File: src/rtl/regfile_wb_ctrl_pkg.sv
`default_nettype none
// ============================================================================
//  Packages : rv32_pkg, saratoga_pkg
//  Brief    : Shared RV32 register-file types and the write-port arbiter
//             state encoding used by regfile_wb_ctrl.
//  Revision : 1.0  initial release
// ============================================================================

package rv32_pkg;
    localparam int REG_COUNT = 32;
    typedef logic [4:0]  gpr_addr_t;
    typedef logic [31:0] word;
endpackage

package saratoga_pkg;
    // IDLE: buffer empty, HELD: buffer waiting behind the pipeline,
    // FORCE: pipeline held off for one cycle so the buffer can drain.
    typedef enum logic [1:0] {
        WB_IDLE  = 2'd0,
        WB_HELD  = 2'd1,
        WB_FORCE = 2'd2
    } wb_ctrl_state_t;
endpackage

`default_nettype wire

File: src/rtl/regfile_wb_ctrl_scoreboard.sv
`default_nettype none
// ============================================================================
//  Module   : wb_scoreboard
//  Brief    : Busy bit per architectural register (x1..x31), one set port,
//             one clear port, three combinational hazard lookups.
//  Revision : 1.0  initial release
// ============================================================================

module wb_scoreboard
    import rv32_pkg::*;
(
    input  logic      clk,
    input  logic      rst_n,
    input  logic      set_en,
    input  gpr_addr_t set_addr,
    input  logic      clr_en,
    input  gpr_addr_t clr_addr,
    input  gpr_addr_t rs1_addr,
    input  gpr_addr_t rs2_addr,
    input  gpr_addr_t rd_addr,
    output logic      rs1_busy,
    output logic      rs2_busy,
    output logic      rd_busy
);

    logic [REG_COUNT-1:1] r_busy;
    logic [REG_COUNT-1:1] w_busy_next;
    logic [REG_COUNT-1:0] w_busy_full;

    // Clear first, then set, so a same-cycle reissue of a draining register stays busy
    always_comb begin
        w_busy_next = r_busy;
        for (int i = 1; i < REG_COUNT; i++) begin
            if (clr_en && (clr_addr == gpr_addr_t'(i))) w_busy_next[i] = 1'b0;
            if (set_en && (set_addr == gpr_addr_t'(i))) w_busy_next[i] = 1'b1;
        end
    end

    // Busy vector register
    always_ff @(posedge clk or negedge rst_n) begin
        if (!rst_n) begin
            r_busy <= '0;
        end else begin
            r_busy <= w_busy_next;
        end
    end

    // x0 is hard-wired not busy by padding bit 0 with zero
    assign w_busy_full = {r_busy, 1'b0};
    assign rs1_busy    = w_busy_full[rs1_addr];
    assign rs2_busy    = w_busy_full[rs2_addr];
    assign rd_busy     = w_busy_full[rd_addr];

endmodule

`default_nettype wire

File: src/rtl/regfile_wb_ctrl.sv
`default_nettype none
// ============================================================================
//  Module   : regfile_wb_ctrl
//  Brief    : Register-file write-port arbiter between the in-order pipeline
//             writeback and a one-entry buffer of long-latency results, with
//             a busy scoreboard that stalls decode on hazards.
//  Options  : REGFILE_WB_STARVE_GUARD_EN - adds the starvation counter and the
//             FORCE state that holds the pipeline so the buffer can drain.
//  Revision : 1.0  initial release
// ============================================================================

module regfile_wb_ctrl
    import rv32_pkg::*;
    import saratoga_pkg::*;
#(
    parameter int STARVE_LIMIT = 8
) (
    input  logic      clk,
    input  logic      rst_n,
    input  logic      iss_valid,
    input  logic      iss_long,
    input  gpr_addr_t iss_rs1,
    input  gpr_addr_t iss_rs2,
    input  gpr_addr_t iss_rd,
    output logic      iss_stall,
    input  logic      wb_en,
    input  gpr_addr_t wb_rd,
    input  word       wb_data,
    output logic      wb_stall,
    input  logic      lu_valid,
    input  gpr_addr_t lu_rd,
    input  word       lu_data,
    output logic      lu_ready,
    output logic      dest_en,
    output gpr_addr_t dest_addr,
    output word       dest_data
);

    localparam logic [7:0] c_STARVE_LIMIT = 8'(STARVE_LIMIT);

    wb_ctrl_state_t r_state;
    wb_ctrl_state_t w_state_next;
    logic           r_buf_vld;
    gpr_addr_t      r_buf_rd;
    word            r_buf_data;

    logic w_capture;
    logic w_pipe_grant;
    logic w_buf_grant;
    logic w_issue_set;
    logic w_forced;
    logic w_rs1_busy;
    logic w_rs2_busy;
    logic w_rd_busy;

    assign lu_ready    = !r_buf_vld;
    assign w_capture   = lu_valid && !r_buf_vld;
    assign iss_stall   = iss_valid && (w_rs1_busy || w_rs2_busy || w_rd_busy);
    assign w_issue_set = iss_valid && iss_long && !iss_stall && (iss_rd != '0);

`ifdef REGFILE_WB_STARVE_GUARD_EN
    logic [7:0] r_starve_cnt;
    logic [7:0] w_starve_inc;

    assign w_forced     = (r_state == WB_FORCE);
    assign wb_stall     = w_forced;
    assign w_starve_inc = (r_starve_cnt == 8'hFF) ? r_starve_cnt : r_starve_cnt + 8'd1;

    // Count HELD cycles the buffer loses the port; any drain restarts the count
    always_ff @(posedge clk or negedge rst_n) begin
        if (!rst_n) begin
            r_starve_cnt <= '0;
        end else if (w_buf_grant) begin
            r_starve_cnt <= '0;
        end else if (r_state == WB_HELD) begin
            r_starve_cnt <= w_starve_inc;
        end
    end
`else
    // Limit only matters when the starvation guard is built in
    logic w_unused_limit;
    assign w_unused_limit = ^c_STARVE_LIMIT;
    assign w_forced       = 1'b0;
    assign wb_stall       = 1'b0;
`endif

    // Port arbitration, write-port outputs and next state
    always_comb begin
        w_state_next = r_state;
        w_pipe_grant = 1'b0;
        w_buf_grant  = 1'b0;
        dest_en      = 1'b0;
        dest_addr    = '0;
        dest_data    = '0;

        // rst_n gates the pipeline path so nothing reaches the file during reset
        if (rst_n && !w_forced && wb_en && (wb_rd != '0)) begin
            w_pipe_grant = 1'b1;
        end else if (r_buf_vld) begin
            w_buf_grant = 1'b1;
        end

        if (w_pipe_grant) begin
            dest_en   = 1'b1;
            dest_addr = wb_rd;
            dest_data = wb_data;
        end else if (w_buf_grant) begin
            // A result aimed at x0 is consumed without writing
            dest_en   = (r_buf_rd != '0);
            dest_addr = r_buf_rd;
            dest_data = r_buf_data;
        end

        case (r_state)
            WB_IDLE: begin
                if (w_capture) w_state_next = WB_HELD;
            end
            WB_HELD: begin
                if (w_buf_grant) begin
                    w_state_next = WB_IDLE;
                end
`ifdef REGFILE_WB_STARVE_GUARD_EN
                else if (w_starve_inc >= c_STARVE_LIMIT) begin
                    w_state_next = WB_FORCE;
                end
`endif
            end
            WB_FORCE: w_state_next = WB_IDLE;
            default:  w_state_next = WB_IDLE;
        endcase
    end

    // State register
    always_ff @(posedge clk or negedge rst_n) begin
        if (!rst_n) begin
            r_state <= WB_IDLE;
        end else begin
            r_state <= w_state_next;
        end
    end

    // One-entry long-result buffer: fill when empty, free on drain
    always_ff @(posedge clk or negedge rst_n) begin
        if (!rst_n) begin
            r_buf_vld  <= 1'b0;
            r_buf_rd   <= '0;
            r_buf_data <= '0;
        end else if (w_capture) begin
            r_buf_vld  <= 1'b1;
            r_buf_rd   <= lu_rd;
            r_buf_data <= lu_data;
        end else if (w_buf_grant) begin
            r_buf_vld  <= 1'b0;
        end
    end

    wb_scoreboard u_scoreboard (
        .clk      (clk),
        .rst_n    (rst_n),
        .set_en   (w_issue_set),
        .set_addr (iss_rd),
        .clr_en   (w_buf_grant && (r_buf_rd != '0)),
        .clr_addr (r_buf_rd),
        .rs1_addr (iss_rs1),
        .rs2_addr (iss_rs2),
        .rd_addr  (iss_rd),
        .rs1_busy (w_rs1_busy),
        .rs2_busy (w_rs2_busy),
        .rd_busy  (w_rd_busy)
    );

endmodule

`default_nettype wire

File: config.mk
export PLATFORM = sky130hd
export DESIGN_NAME = regfile_wb_ctrl
export DESIGN_NICKNAME = d
export VERILOG_FILES = /design/src/rtl/regfile_wb_ctrl_pkg.sv /design/src/rtl/regfile_wb_ctrl_scoreboard.sv /design/src/rtl/regfile_wb_ctrl.sv
export SDC_FILE = /design/constraint.sdc
export NUM_CORES = 1
export LEC_CHECK = 0
export BUFFER_PORTS_ARGS = -buffer_cell sky130_fd_sc_hd__buf_2
export CAP_MARGIN = 30
export CORE_ASPECT_RATIO = 0.9
export CORE_MARGIN = 2
export CORE_UTILIZATION = 28
export DETAILED_ROUTE_END_ITERATION = 7
export PLACE_DENSITY = 0.51
export REMOVE_ABC_BUFFERS = 1
export SYNTH_ARGS = -nofsm -noshare
export SYNTH_HDL_FRONTEND = slang
export SYNTH_SLANG_ARGS = --single-unit
File: constraint.sdc
create_clock -name clk -period 2.5 [get_ports clk]
set_input_delay 0.125 -clock clk [delete_from_list [all_inputs] [get_ports clk]]
set_output_delay 0.125 -clock clk [all_outputs]
set_load 0.02 [all_outputs]
==> results.cfg, run 1 <==
[place]
post-place-cells = 785
dp_hpwl_um = 10530
dp_slack_ps = 7.497
place_congestion = 0.8874
portBuffers = 134

[clock_network]
clkLatencyLatePin_ps = 330
cts_inserted_buffers = 9
cts-root-buf = clkbuf_16
cts_tree = done
clock-sinks = 69
htree_levels = 3
path_clk_slew_ps = 60
clk_path_buf_depth = 2

[floorplanning]
die_h_um = 122.4
rows = 43
start_util_pct = 28.42
dieWidth_um = 135.5
core_area_um2 = 15330
die-area_um2 = 16580
io_pins = 136

[sta]
skew_ps = 7.685
fin_tns_setup_ps = 0
worstMarginPinSlew_ps = 732.8
hold_viol_final = 0
grt_setup_unrepaired = true
finalWorstSetupSlack_ps = 6.674
fmax_mhz = 401.1
finalSetupViolations = 0
maxSlewHeadroom_pct = 50.77
slew_viol_final = 0
timing.final.crit_share_pct = 99.73
min_period_ps = 2493

[power]
power_frac_comb_pct = 30.0
p_per_area_nw_per_um2 = 698.5
p_clk_share_pct = 32.3
p_sw_share_pct = 32.47
ir_drop_v = 0.0002564
power.internal_mw = 2.707
p_sw_mw = 1.302
power_mw = 4.009
p_leak_nw = 2.550
power_frac_seq_pct = 37.7

[grt]
grt_pass1_vias = 4216
grt.overflow.total = 0
grt_pass1_wl_um = 22740
grt_max_degree = 72
grtUsageTotal_pct = 17.82
antenna_found_initial = 0

[cells_and_area]
multi_input_area_um2 = 2527
ff_latch_area_um2 = 1727
nets = 698
syn2layout_area_growth_pct = 31.70
final_cells = 809
drive_above_1_share_pct = 40.20
antenna_cells = 0
n_fill_cell = 1586

[synth]
synth_area_leaders = dfrtp_1 40%, mux2_2 12%, nand2_1 9.1%, o21ai_0 7.8%, mux4_2 6.7%
synthDominantCellAreaShare_pct = 39.62
synth-edff-count = 0
syn_area_um2 = 4358
ys.warnings.count = 0
yosysSeqAreaShare_pct = 39.62
synthTopCellsByCount = 106 x nand2_1, 69 x dfrtp_1, 68 x o21ai_0, 47 x mux2_2
syn_avg_cell_area_um2 = 9.292
yosysMostFrequentCell = nand2_1
ys_types = 44
synth_top_cell_by_area = dfrtp_1
synth_async_sr_flop_share_pct = 100.0
synthFlopType = dfrtp_1
ys_ff_latch = 69
netlist_instances = 469

[routing]
postRouteAntennaNets = 0
totalWireLength_um = 14510
first_iter_violations = 344
drc = 0
firstDrtPassIters = 5
via_per_inst = 5.282
vias = 4273
wl_per_cell_um = 17.93

[setup_path]
max_stage_delay_ps = 500
end_kind = output pin
cp-start-kind = flop
crit_slowest_cell = mux4_1
critical_path_class = flop to output pin
path_cells = mux4_1 -> mux4_2 -> nand2b_1 -> and3_4 -> o21a_1 -> buf_2
required_ps = 2380
crit_fanout = 4
cp.arrival_ps = 2370

[job]
cap_violations = 0

[status]
outcome = finished, final reports clean

[hold_path]
hp-class = input pin to flop
## flip-flops by register name, summed over array words and instances, names as in the netlist
name                 flops
r_buf_data              32
r_buf_vld                1
r_buf_rd                 5
u_scoreboard.r_busy     31
## cell type report
class / count / share of cell area [%]
multi-input combinational: 360 / 44.04
clock inverter: 1 / 0.5232
inverter: 6 / 0.3924
timing repair buffer: 157 / 15.96
sequential: 69 / 30.09
tap: 202 / 4.404
clock buffer: 14 / 4.600
## timing repair
action | CTS | global route
endpoints found under the setup margin | 1 | 6
pin swaps | 4 | 1
setup buffers | 6 | 0
hold endpoints to repair | 0 | 69
hold buffers | 0 | 1
cloned | 1 | 0
resized for setup | 6 | 6
## through the flow
step	hold slack (ps)	area [um2]	utilization (%)
5_1_grt	12.95	5739	37.43
2_1_floorplan	-170.6	4204	-
6_report	16.31	5739	37.43
4_1_cts	7.921	5670	36.98
3_5_place_dp	361.0	5276	34.41
3_3_place_gp	357.0	5276	34.41
## path summary, 6_finish.rpt
path,start,endpoint,slack [ps],cells past startpoint
setup / recovery,u_scoreboard.r_busy[16]$_DFFE_PN0P_,iss_stall,7,6
hold / removal,lu_data[22],r_buf_data[22]$_DFFE_PN0P_,20,2
hold reg to reg,r_buf_data[4]$_DFFE_PN0P_,r_buf_data[4]$_DFFE_PN0P_,510,1
setup reg to reg,u_scoreboard.r_busy[16]$_DFFE_PN0P_,u_scoreboard.r_busy[1]$_DFFE_PN0P_,80,7
max in group asynchronous,rst_n,u_scoreboard.r_busy[25]$_DFFE_PN0P_,1740,4
min in group asynchronous,rst_n,r_buf_data[26]$_DFFE_PN0P_,230,3
## cells by family after synthesis
logic type / share of synthesized area [%]
AO/OA/AOI/OAI: 15.99
buffers and inverters: 4.048
flip-flops: 39.62
multiplexers: 21.82
other: 0.08605
AND/OR/NAND/NOR: 18.43
## power groups by stage
stage,logic [mW],clock network (mW),registers [mW]
floorplan,0.678,0,1.46
detailed placement,1.10,0,1.53
global placement,1.09,0,1.51
global route,1.31,1.36,1.54
finish,1.20,1.29,1.51
CTS,1.18,1.32,1.51
## metal layers
layer	track usage (%)	share of wire (%)
met1	24.66	44
met2	26.14	43
met3	5.659	11
met4	6.510	1.6
met5	0	0
## cell usage in the layout (no fill, tap or decap), drive strengths merged, types with 7 or more instances in the layout
cell type	n
buf	155
nand2	106
dfrtp	69
o21ai	69
mux2	47
o31ai	24
mux4	16
nand3	14
clkbuf	14
nor2	10
nand2b	8
nor3	7
nor2b	7
## worst max-delay path: cells and delay by family, from the launching register on
| family | cells | cell delay [ps] |
|---|---|---|
| AO/OA/AOI/OAI | 1 | 190 |
| buffers and inverters | 1 | 160 |
| flip-flops | 1 | 420 |
| multiplexers | 2 | 950 |
| AND/OR/NAND/NOR | 2 | 320 |
Power figures use the tool's default switching activity.
==> run 2, diff against run 1 <==
--- a/config.mk
+++ b/config.mk
@@ -7,9 +7,10 @@
 export LEC_CHECK = 0
 export BUFFER_PORTS_ARGS = -buffer_cell sky130_fd_sc_hd__buf_2
 export CAP_MARGIN = 30
-export CORE_ASPECT_RATIO = 0.9
+export CORE_ASPECT_RATIO = 0.6
 export CORE_MARGIN = 2
 export CORE_UTILIZATION = 28
+export CTS_CLUSTER_SIZE = 28
 export DETAILED_ROUTE_END_ITERATION = 7
 export PLACE_DENSITY = 0.51
 export REMOVE_ABC_BUFFERS = 1
==> results.cfg, run 2 (synthesis gave the netlist of run 1 again) <==
[status]
outcome = finished, violations left
violations = setup timing

[setup_path]
crit_slowest_cell = mux4_2
crit_fanout = 4
critical_path_class = flop to output pin
cp.arrival_ps = 2470
cp-start-kind = flop
end_kind = output pin
required_ps = 2380
max_stage_delay_ps = 550
path_cells = mux4_2 -> o2111a_1 -> nor4_2 -> nand3_2 -> buf_12 -> o21a_1 -> buf_6

[cells_and_area]
antenna_cells = 0
final_common_cell = buf_2
layout_common_cells = 133 x buf_2, 106 x nand2_1, 69 x dfrtp_1
syn2layout_area_growth_pct = 34.88
largest_register_ffs = 32
nets = 697
final_cells = 809
top_register = r_buf_data
top_regs = r_buf_data (32), u_scoreboard.r_busy (31), r_buf_rd (5)
drive_above_1_share_pct = 44.22

[sta]
slew_viol_final = 0
finalSetupViolations = 18
maxSlewHeadroom_pct = 38.85
finalWorstSetupSlack_ps = -93.79
hold_viol_final = 0
worstMarginPinSlew_ps = 910.3
min_period_ps = 2594
fmax_mhz = 385.5
grt_setup_unrepaired = true
skew_ps = 6.170
timing.final.crit_share_pct = 103.8
hold_ws_ps = 28.01

[power]
p_sw_mw = 1.399
power_frac_seq_pct = 37.3
p_clk_share_pct = 30.8
ir_drop_v = 0.0003597
p_leak_nw = 2.603
p_per_area_nw_per_um2 = 693.1
power_frac_comb_pct = 31.9
power.internal_mw = 2.675
p_sw_share_pct = 34.35

[routing]
wl_met1_um = 6941
first_iter_violations = 393
route.met3.wl_um = 1673
postRouteAntennaNets = 0
wl_met2_um = 6285
via_per_inst = 5.274
drc = 0
maxUsedRoutingLayer = met5
wl_per_cell_um = 18.69
firstDrtPassIters = 5
vias = 4267
totalWireLength_um = 15120

[grt]
grt_pass1_vias = 3985
grt_max_degree = 74
antenna_found_initial = 0
grt_pass1_wl_um = 22560
grtUsageTotal_pct = 17.96
grt.overflow.total = 0

[clock_network]
htree_levels = 3
clk_path_buf_depth = 2
cts_tree = done
cts_inserted_buffers = 9
clkLatencyLatePin_ps = 330
path_clk_slew_ps = 60
clock-sinks = 69
cts-root-buf = clkbuf_16

[hold_path]
hp-class = input pin to flop

[floorplanning]
dieWidth_um = 165.1
die-area_um2 = 16610
io_pins = 136
start_util_pct = 28.51
rows = 35
core_area_um2 = 15280
die_h_um = 100.6

[place]
place_congestion = 0.9069
portBuffers = 134
post-place-cells = 784
dp_hpwl_um = 10900

[job]
cap_violations = 0
## run 2: cell types whose count changed in the layout (fill, tap and decap cells not counted), sizes merged
cell | before | now
clkbuf | 14 | 9
clkinvlp | 0 | 4
buf | 155 | 154
clkinv | 0 | 1
## run 2: power groups by stage
| stage | Sequential, mW | Clock, mW | Combinational (mW) |
|---|---|---|---|
| floorplan | 1.46 | 0 | 0.678 |
| detailed placement | 1.53 | 0 | 1.10 |
| global placement | 1.52 | 0 | 1.09 |
| finish | 1.52 | 1.25 | 1.30 |
| CTS | 1.51 | 1.28 | 1.18 |
| global route | 1.55 | 1.33 | 1.39 |
## run 2: worst max-delay path, delay by kind of cell, from the launching register on
kind	cells	cell delay (ps)
AND/OR/NAND/NOR	2	460
multiplexers	1	550
buffers and inverters	2	290
flip-flops	1	410
AO/OA/AOI/OAI	2	440
## run 2: area by class of cell
cell class | instances | area (um2)
well taps | 203 | 254.0
clock buffers | 9 | 225.2
flip-flops and latches | 69 | 1727
multi-input cells | 360 | 2663
clock inverters | 6 | 65.06
inverters | 6 | 22.52
fillers | 1518 | 9405
repair buffers | 156 | 922.1
## run 2: routing by layer
| layer | track usage (%) | vias to the layer above |
|---|---|---|
| li1 | - | 1969 |
| met1 | 26.26 | 2064 |
| met2 | 24.46 | 213 |
| met3 | 7.034 | 19 |
| met4 | 4.013 | 2 |
| met5 | 2.727 | - |
## run 2: worst paths after layout
path                       slack, ps                                start                                  end  cells after the start
setup / recovery                 -90  u_scoreboard.r_busy[22]$_DFFE_PN0P_                            iss_stall                      7
hold / removal                    30                          lu_data[29]           r_buf_data[29]$_DFFE_PN0P_                      2
setup reg to reg                 -80  u_scoreboard.r_busy[22]$_DFFE_PN0P_  u_scoreboard.r_busy[15]$_DFFE_PN0P_                      8
hold reg to reg                  510           r_buf_data[22]$_DFFE_PN0P_           r_buf_data[22]$_DFFE_PN0P_                      1
max in group asynchronous       1680                                rst_n           r_buf_data[13]$_DFFE_PN0P_                      4
min in group asynchronous        260                                rst_n           r_buf_data[19]$_DFFE_PN0P_                      3
## run 2: per-stage QoR
| step | instance area (um2) | worst slack [ps] | power [mW] | util, % | setup TNS (ps) |
|---|---|---|---|---|---|
| floorplan | 4204 | -1114 | 2.136 | - | -85340 |
| global placement | 5263 | 94.94 | 2.606 | 34.43 | 0 |
| detailed placement | 5263 | -18.90 | 2.634 | 34.43 | -18.90 |
| CTS | 5644 | -10.90 | 3.973 | 36.93 | -10.90 |
| global route | 5878 | -151.2 | 4.263 | 38.46 | -2196 |
| finish | 5878 | -93.79 | 4.074 | 38.46 | -1011 |
## run 2: repair_timing
| item | CTS | global route |
|---|---|---|
| pin swaps | 6 | 4 |
| cloned | 1 | 0 |
| setup endpoints to repair | 4 | 27 |
| hold buffers | 0 | 1 |
| setup buffers | 6 | 1 |
| resized for setup | 7 | 33 |
| endpoints found under the hold margin | 0 | 5 |
